`config.mk`:
```
export PLATFORM = sky130hd
export DESIGN_NAME = memory_arbiter
export DESIGN_NICKNAME = d
export VERILOG_FILES = /design/src/rtl/memory_arbiter.sv
export SDC_FILE = /design/constraint.sdc
export NUM_CORES = 1
export LEC_CHECK = 0
export ABC_AREA = 0
export ABC_CLOCK_PERIOD_IN_PS = 2200
export CORE_AREA = 5 5 100 102
export CTS_BUF_LIST = sky130_fd_sc_hd__clkbuf_4 sky130_fd_sc_hd__clkbuf_8
export DETAILED_ROUTE_END_ITERATION = 8
export DIE_AREA = 0 0 105 107
export DONT_BUFFER_PORTS = 1
export GPL_TIMING_DRIVEN = 0
export SYNTH_ARGS = -nofsm -noshare
export SYNTH_HDL_FRONTEND = slang
export SYNTH_SLANG_ARGS = --single-unit
```
`constraint.sdc`:
```
create_clock -name CLK -period 2.2 [get_ports CLK]
set_clock_uncertainty 0.05 [all_clocks]
set_input_delay 0.55 -clock CLK [delete_from_list [all_inputs] [get_ports CLK]]
set_output_delay 0.55 -clock CLK [all_outputs]
set_load 0.05 [all_outputs]
```
`src/rtl/memory_arbiter.sv`:
```
// Arbitrates a dcache and an icache onto one RAM port, with a sticky watchdog flag for slow RAM.
// Optional macro ARB_ROUND_ROBIN_EN: alternate grants when both caches request together.
module memory_arbiter #(
  parameter int unsigned WATCHDOG = 64
) (
  input  logic        CLK,
  input  logic        RST,
  input  logic        dREN,
  input  logic        dWEN,
  input  logic [31:0] daddr,
  input  logic [31:0] dstore,
  output logic        dwait,
  output logic [31:0] dload,
  input  logic        iREN,
  input  logic [31:0] iaddr,
  output logic        iwait,
  output logic [31:0] iload,
  output logic        ramREN,
  output logic        ramWEN,
  output logic [31:0] ramaddr,
  output logic [31:0] ramstore,
  input  logic [31:0] ramload,
  input  logic [1:0]  ramstate,
  output logic        ramerr
);

  localparam int unsigned CNT_W = 8;
  localparam logic [1:0] RAM_ACCESS = 2'd2;
  localparam logic [CNT_W-1:0] CNT_MAX = {CNT_W{1'b1}};

  typedef enum logic [1:0] {IDLE, D_ACC, I_ACC} state_t;

  state_t           r_state;
  logic [CNT_W-1:0] r_cnt;
  logic             w_dreq;
  logic             w_access;
  logic             w_owner_req;
  logic             w_grant_d;
  logic [CNT_W:0]   w_cnt_inc;

  assign w_dreq      = dREN | dWEN;
  assign w_access    = (ramstate == RAM_ACCESS);
  assign w_owner_req = (r_state == D_ACC) ? w_dreq : iREN;
  assign w_cnt_inc   = {1'b0, r_cnt} + (CNT_W+1)'(1);

`ifdef ARB_ROUND_ROBIN_EN
  // 1 = data side held the most recent grant
  logic r_last_d;

  assign w_grant_d = w_dreq & (~iREN | ~r_last_d);

  always_ff @(posedge CLK) begin
    if (RST) begin
      r_last_d <= 1'b0;
    end else if (r_state == IDLE) begin
      if (w_grant_d) begin
        r_last_d <= 1'b1;
      end else if (iREN) begin
        r_last_d <= 1'b0;
      end
    end
  end
`else
  assign w_grant_d = w_dreq;
`endif

  // Grant FSM, wait counter and sticky watchdog flag
  always_ff @(posedge CLK) begin
    if (RST) begin
      r_state <= IDLE;
      r_cnt   <= '0;
      ramerr  <= 1'b0;
    end else begin
      case (r_state)
        IDLE: begin
          if (w_grant_d) begin
            r_state <= D_ACC;
            r_cnt   <= '0;
          end else if (iREN) begin
            r_state <= I_ACC;
            r_cnt   <= '0;
          end
        end
        D_ACC, I_ACC: begin
          if (!w_access && (r_cnt != CNT_MAX)) begin
            r_cnt <= w_cnt_inc[CNT_W-1:0];
            if (32'(w_cnt_inc) == WATCHDOG) begin
              ramerr <= 1'b1;
            end
          end
          if (!w_owner_req || w_access) begin
            r_state <= IDLE;
          end
        end
        default: r_state <= IDLE;
      endcase
    end
  end

  // RAM strobes and handshakes follow the granted side in the same cycle
  always_comb begin
    ramREN   = 1'b0;
    ramWEN   = 1'b0;
    ramaddr  = '0;
    ramstore = '0;
    dwait    = 1'b1;
    iwait    = 1'b1;
    case (r_state)
      D_ACC: begin
        ramaddr  = daddr;
        ramstore = dstore;
        ramWEN   = dWEN;
        ramREN   = dREN & ~dWEN;
        dwait    = ~w_access;
      end
      I_ACC: begin
        ramaddr = iaddr;
        ramREN  = 1'b1;
        iwait   = ~w_access;
      end
      default: ;
    endcase
  end

  assign dload = ramload;
  assign iload = ramload;

endmodule

```
==> impl_metrics.json, run 1 <==
{
  "end_kind": "output pin",
  "required_ns": 1.60,
  "arrival_ns": 1.60,
  "synth_cell_types": 42,
  "cts_num_sinks": 11,
  "die_area_um2": 11200,
  "tightest_slew_ns": 0.757,
  "ios": 268,
  "cts_buffer_depth": 2,
  "overflow": 0,
  "drt_wl_total_um": 9300,
  "dp_slack_ns": -0.615,
  "dp_cells": 395,
  "synth-simple-area-share": 0.297,
  "routabilityCongestion": 0.834,
  "antenna_found_initial": 0,
  "pwr-share-comb": 0.828,
  "drv_slew": 0,
  "seqPwrFrac": 0.087,
  "crit_chain": "inv_2 > ha_4 > inv_4 > buf_12 > clkbuf_16 > nor2_4",
  "slowest_stage": "dfxtp_2",
  "synth_top_family_by_area": "buffers and inverters",
  "intPower_mw": 1.07,
  "path_max_fanout": 6,
  "grt_pass1_vias": 2046,
  "cts_buffers": 3,
  "hold_viol": 0,
  "ir_drop_v": 0.000355,
  "multi_input_area_um2": 1500,
  "p_sw_mw": 1.57,
  "wl_per_cell_um": 22.9,
  "max_freq_mhz": 454,
  "drt_iter0_drc": 104,
  "ys_warn_count": 0,
  "critical-path-max-stage-delay_ns": 0.34,
  "place_area_um2": 2330,
  "finalNonFillerCells": 406,
  "period_needed_ns": 2.20,
  "tns_ns": -0.00830,
  "synth.top_cell.area_share": 0.253,
  "ctsHtreeMaxLevel": 1,
  "drcViolationCount": 0,
  "vias_per_cell": 5.07,
  "start_util": 0.214,
  "dr.pass1.iters": 4,
  "synth_fp_nets": 424,
  "synth_compound_area_frac": 0.241,
  "ant_nets": 0,
  "fp.dieW_um": 105,
  "clk_latency_ns": 0.24,
  "drive_above_1_share": 0.600,
  "rsz0062_at_grt": "true",
  "maxCapViolations": 0,
  "start_kind": "flop",
  "hpwlAfterDp_um": 7780,
  "synth-xor-area-share": 0.00907,
  "syn_avg_cell_area_um2": 6.80,
  "violations": "setup timing",
  "core_area_um2": 9020,
  "cts-root-buf": "clkbuf_8",
  "rrSetupSlack_ns": 0.28,
  "setup_ws_ns": -0.00325,
  "yosysSeqAreaShare": 0.114,
  "grt_usage": 0.140,
  "fin_hold_ws_ns": 0.461,
  "fillers": 945,
  "num_rows": 35,
  "vias": 2058,
  "yosys.area.top_type": "buf_4",
  "fin_nets": 436,
  "maxSlewHeadroom": 0.494,
  "fin_area_um2": 2770,
  "path_clk_slew_ns": 0.06,
  "synthMuxAreaShare": 0,
  "period_share": 1.00,
  "p_per_area_nw_per_um2": 952,
  "die_h_um": 107,
  "cts_tree": "done",
  "grt_max_degree": 11,
  "setup_viol": 6,
  "final_cell_mix": "buf_4, nor2_4, a22oi_1",
  "synth_seq_cells": 11,
  "p_leak_nw": 1.03,
  "syn2layout_area_growth_pct": 43.6,
  "regArea_um2": 225,
  "clock_power_share": 0.086,
  "synthAdderAreaFrac": 0.0324,
  "switching_share": 0.595,
  "crit_type": "flop to output pin",
  "synth_area_um2": 1930,
  "port_buffers": 0,
  "status": "complete, but fails checks",
  "grt_pass1_wl_um": 12400,
  "hold_class": "input port to flop",
  "syn_inst": 284,
  "ys_top_cells_by_area": "buf_4, a22oi_1, dfxtp_1",
  "antenna_cells": 0,
  "mostFrequentLayoutCell": "buf_4"
}
[logic make-up after synthesis]
| logic type | after synthesis |
|---|---|
| AND/OR/NAND/NOR | 111 |
| buffers and inverters | 92 |
| AO/OA/AOI/OAI | 63 |
| flip-flops | 11 |
| adder cells (fa/ha/maj) | 5 |
| XOR/XNOR | 2 |
[final timing paths]
check | from | cells past startpoint | to
worst max-delay path | r_state[1] | 6 | ramaddr[11]
worst min-delay path | iREN | 2 | r_state[1]
worst max register to register | r_cnt[0] | 5 | r_cnt[0]
worst min register to register | r_cnt[1] | 2 | r_cnt[1]
[per-stage QoR]
step                total power [mW]   util
floorplan                       1.79      -
global placement                1.96  0.259
detailed placement              1.98  0.259
CTS                             2.52  0.294
global route                    2.76  0.307
finish                          2.64  0.307
[flip-flops by register name (all words and copies together) (netlist names)]
name     count
ramerr       1
r_state      2
r_cnt        8
[critical path, delay by kind of cell (launching register included)]
kind | cells | cell delay [ns]
simple gates | 1 | 0.30
fa+ha+maj | 1 | 0.29
buf+inv | 4 | 0.43
flops | 1 | 0.34
[power by group through the flow]
| stage | Combinational (mW) | Clock, mW | Sequential, mW |
|---|---|---|---|
| 2_1_floorplan | 1.56 | 0 | 0.227 |
| 3_3_place_gp | 1.73 | 0 | 0.230 |
| 3_5_place_dp | 1.75 | 0 | 0.230 |
| 4_1_cts | 2.06 | 0.228 | 0.227 |
| 5_1_grt | 2.29 | 0.242 | 0.231 |
| 6_report | 2.19 | 0.226 | 0.229 |
[per-layer routing]
layer | vias to the layer above | global-route usage | wire, um
li1 | 944 | - | -
met3 | 6 | 0.0319 | 936
met1 | 949 | 0.173 | 3300
met5 | - | 0 | 0
met4 | 0 | 0.0274 | 74
met2 | 159 | 0.248 | 4990
[cell type report]
cell class                      instances  area share
Buffer                                 80       0.240
Tap cell                              111      0.0501
Timing Repair Buffer                   10      0.0546
Sequential cell                        11      0.0812
Multi-Input combinational cell        181       0.542
Clock buffer                            4      0.0176
Inverter                                9      0.0140
[repair_timing]
action / in CTS / in global routing
pin swaps: 35 / 35
gates resized for setup: 79 / 25
gates cloned: 1 / 3
endpoints found under the setup margin: 68 / 67
hold buffers: 0 / 0
buffers inserted: 6 / 0
[synth_stat cells]
master	n
o211ai_1	1
nor4_1	1
o32ai_1	1
a2111oi_2	1
inv_2	1
a2111o_1	1
nand4b_1	1
o311a_1	1
buf_4	65
xor2_1	2
o31a_1	1
nand4_1	5
a21o_1	2
nand3_1	8
ha_1	5
nor3_1	1
a31oi_1	3
or4_1	1
and2_1	34
nand3b_1	1
buf_2	2
o31ai_1	1
or3_1	2
a211oi_1	1
and4_4	1
a211o_1	1
o21ai_0	8
nor2b_1	2
o22ai_1	1
buf_1	3
nor4b_2	1
nand2b_1	1
a21oi_1	3
inv_1	8
a221oi_1	4
nor2_1	38
nand2_1	13
a22oi_1	32
or2_2	1
dfxtp_1	11
a32o_1	1
clkbuf_1	13
(Power assumes the default switching activity.)
==> inputs of run 2 (changes only) <==
--- a/config.mk
+++ b/config.mk
@@ -17,2 +17,3 @@
 export SYNTH_HDL_FRONTEND = slang
 export SYNTH_SLANG_ARGS = --single-unit
+export TNS_END_PERCENT = 10
--- a/constraint.sdc
+++ b/constraint.sdc
@@ -3,3 +3,3 @@
 set_input_delay 0.55 -clock CLK [delete_from_list [all_inputs] [get_ports CLK]]
 set_output_delay 0.55 -clock CLK [all_outputs]
-set_load 0.05 [all_outputs]
+set_load 0.005 [all_outputs]
==> impl_metrics.json, run 2 (same netlist as run 1, synthesis figures left out) <==
{
  "status": "finished, final reports clean",
  "power_mw": 1.37,
  "core_area_um2": 9020,
  "max_freq_mhz": 471,
  "required_ns": 1.60,
  "setup_viol": 0,
  "start_kind": "flop",
  "start_util": 0.214,
  "p_sw_mw": 0.602,
  "crit_start": "r_state[0]",
  "grt_pass1_vias": 1909,
  "final_cell_mix": "buf_4, and2_1, a22oi_1",
  "arrival_ns": 1.52,
  "path_max_fanout": 10,
  "drt_wl_total_um": 7880,
  "grt_max_degree": 11,
  "num_rows": 35,
  "cp-endpoint": "ramaddr[31]",
  "period_share": 0.966,
  "vias_per_cell": 5.04,
  "p_leak_nw": 0.894,
  "antenna_cells": 0,
  "vias": 2020,
  "grt_pass1_wl_um": 10700,
  "reg2reg_from": "r_state[0]",
  "drive_above_1_share": 0.386,
  "place_area_um2": 2070,
  "cts_num_sinks": 11,
  "pwr-share-comb": 0.673,
  "worstReg2RegEnd": "r_cnt[2]",
  "overflow": 0,
  "wl_per_cell_um": 19.7,
  "die_h_um": 107,
  "hold_class": "flop to flop",
  "switching_share": 0.440,
  "mostFrequentLayoutCell": "buf_4",
  "cts-root-buf": "clkbuf_8",
  "grt_usage": 0.119,
  "maxCapViolations": 0,
  "top_regs": "r_cnt: 8 flops, r_state: 2 flops, ramerr: 1 flops",
  "drv_slew": 0,
  "hp-start": "ramerr",
  "intPower_mw": 0.765,
  "drcViolationCount": 0,
  "rrSetupSlack_ns": 0.22,
  "drt_iter0_drc": 89,
  "path_clk_slew_ns": 0.05,
  "r2r_cells": 7,
  "period_needed_ns": 2.12,
  "cts_hold_buffers": 0,
  "setup_ws_ns": 0.0753,
  "hold_viol": 0,
  "cts_tree": "done",
  "ios": 268,
  "fin_area_um2": 2300,
  "p_per_area_nw_per_um2": 593,
  "regMostFlops": "r_cnt",
  "end_kind": "output pin",
  "syn2layout_area_growth_pct": 19.3,
  "hpwlAfterDp_um": 6760,
  "maxSlewHeadroom": 0.468,
  "port_buffers": 0,
  "crit_type": "flop to output pin",
  "cts_buffers": 3,
  "rsz0062_at_grt": "false",
  "routabilityCongestion": 0.850,
  "fin_nets": 431,
  "die_area_um2": 11200,
  "clk_latency_ns": 0.24,
  "ant_nets": 0,
  "ctsHtreeMaxLevel": 1,
  "antenna_found_initial": 0,
  "largest_reg_flops": 8,
  "ir_drop_v": 0.000230,
  "dp_slack_ns": -0.305,
  "dr.pass1.iters": 4,
  "cts_buffer_depth": 2,
  "seqPwrFrac": 0.168,
  "clock_power_share": 0.159,
  "tightest_slew_ns": 0.791,
  "fp.dieW_um": 105
}
run 2: cell types whose count changed in the layout (fill, tap and decap cells not counted), sizes merged:
cell / change
buf: -7
clkbuf: +2
run 2: worst min-delay path by stage:
stage | end | depth (start not counted) | slack [ns]
finish | ramerr | 1 | 0.46
global route | r_state[1] | 3 | 0.48
CTS | r_state[0] | 2 | 0.47
detailed placement | ramerr | 1 | 0.46
global placement | ramerr | 1 | 0.46
floorplan | ramerr | 1 | 0.42
run 2: cell type report:
| cell class | count | area, um2 |
|---|---|---|
| Clock buffer | 4 | 48.8 |
| Fill cell | 984 | 6720 |
| Inverter | 9 | 33.8 |
| Buffer | 81 | 612 |
| Timing Repair Buffer | 4 | 30.0 |
| Sequential cell | 11 | 228 |
| Tap cell | 111 | 139 |
| Multi-Input combinational cell | 181 | 1210 |
run 2: worst max-delay path, stage by stage, from the launching register on:
cell and delay [ns]:
dfxtp_4 0.36, inv_2 0.06, ha_4 0.26, buf_6 0.11
inv_2 0.05, buf_8 0.14, buf_12 0.15, nor2_4 0.15
run 2: power by group through the flow:
stage / Clock (mW) / Sequential, mW / Combinational, mW
2_1_floorplan: 0 / 0.227 / 0.590
6_report: 0.217 / 0.230 / 0.920
3_5_place_dp: 0 / 0.230 / 0.749
3_3_place_gp: 0 / 0.230 / 0.735
4_1_cts: 0.226 / 0.228 / 0.845
5_1_grt: 0.239 / 0.230 / 1.01
run 2: timing repair:
action	4_1_cts	5_1_grt
setup endpoints to repair	62	51
pin swaps	2	2
resized for setup	38	20
setup buffers	0	4
run 2: layer usage:
layer  track usage  up-vias  wire, um
li1              -      931         -
met1         0.126      914      2500
met2         0.214      170      4280
met3        0.0506        5      1040
met4        0.0320        0        63
met5             0        -         0
run 2: per-stage QoR:
| step | utilization | TNS (ns) | hold slack (ns) | cells |
|---|---|---|---|---|
| 6_report | 0.255 | 0 | 0.459 | 401 |
| 5_1_grt | 0.255 | 0 | 0.479 | 401 |
| 4_1_cts | 0.245 | -0.202 | 0.474 | 397 |
| 3_5_place_dp | 0.230 | -8.98 | 0.465 | 395 |
| 3_3_place_gp | 0.230 | -7.45 | 0.462 | 395 |
| 2_1_floorplan | - | 0 | 0.416 | 284 |
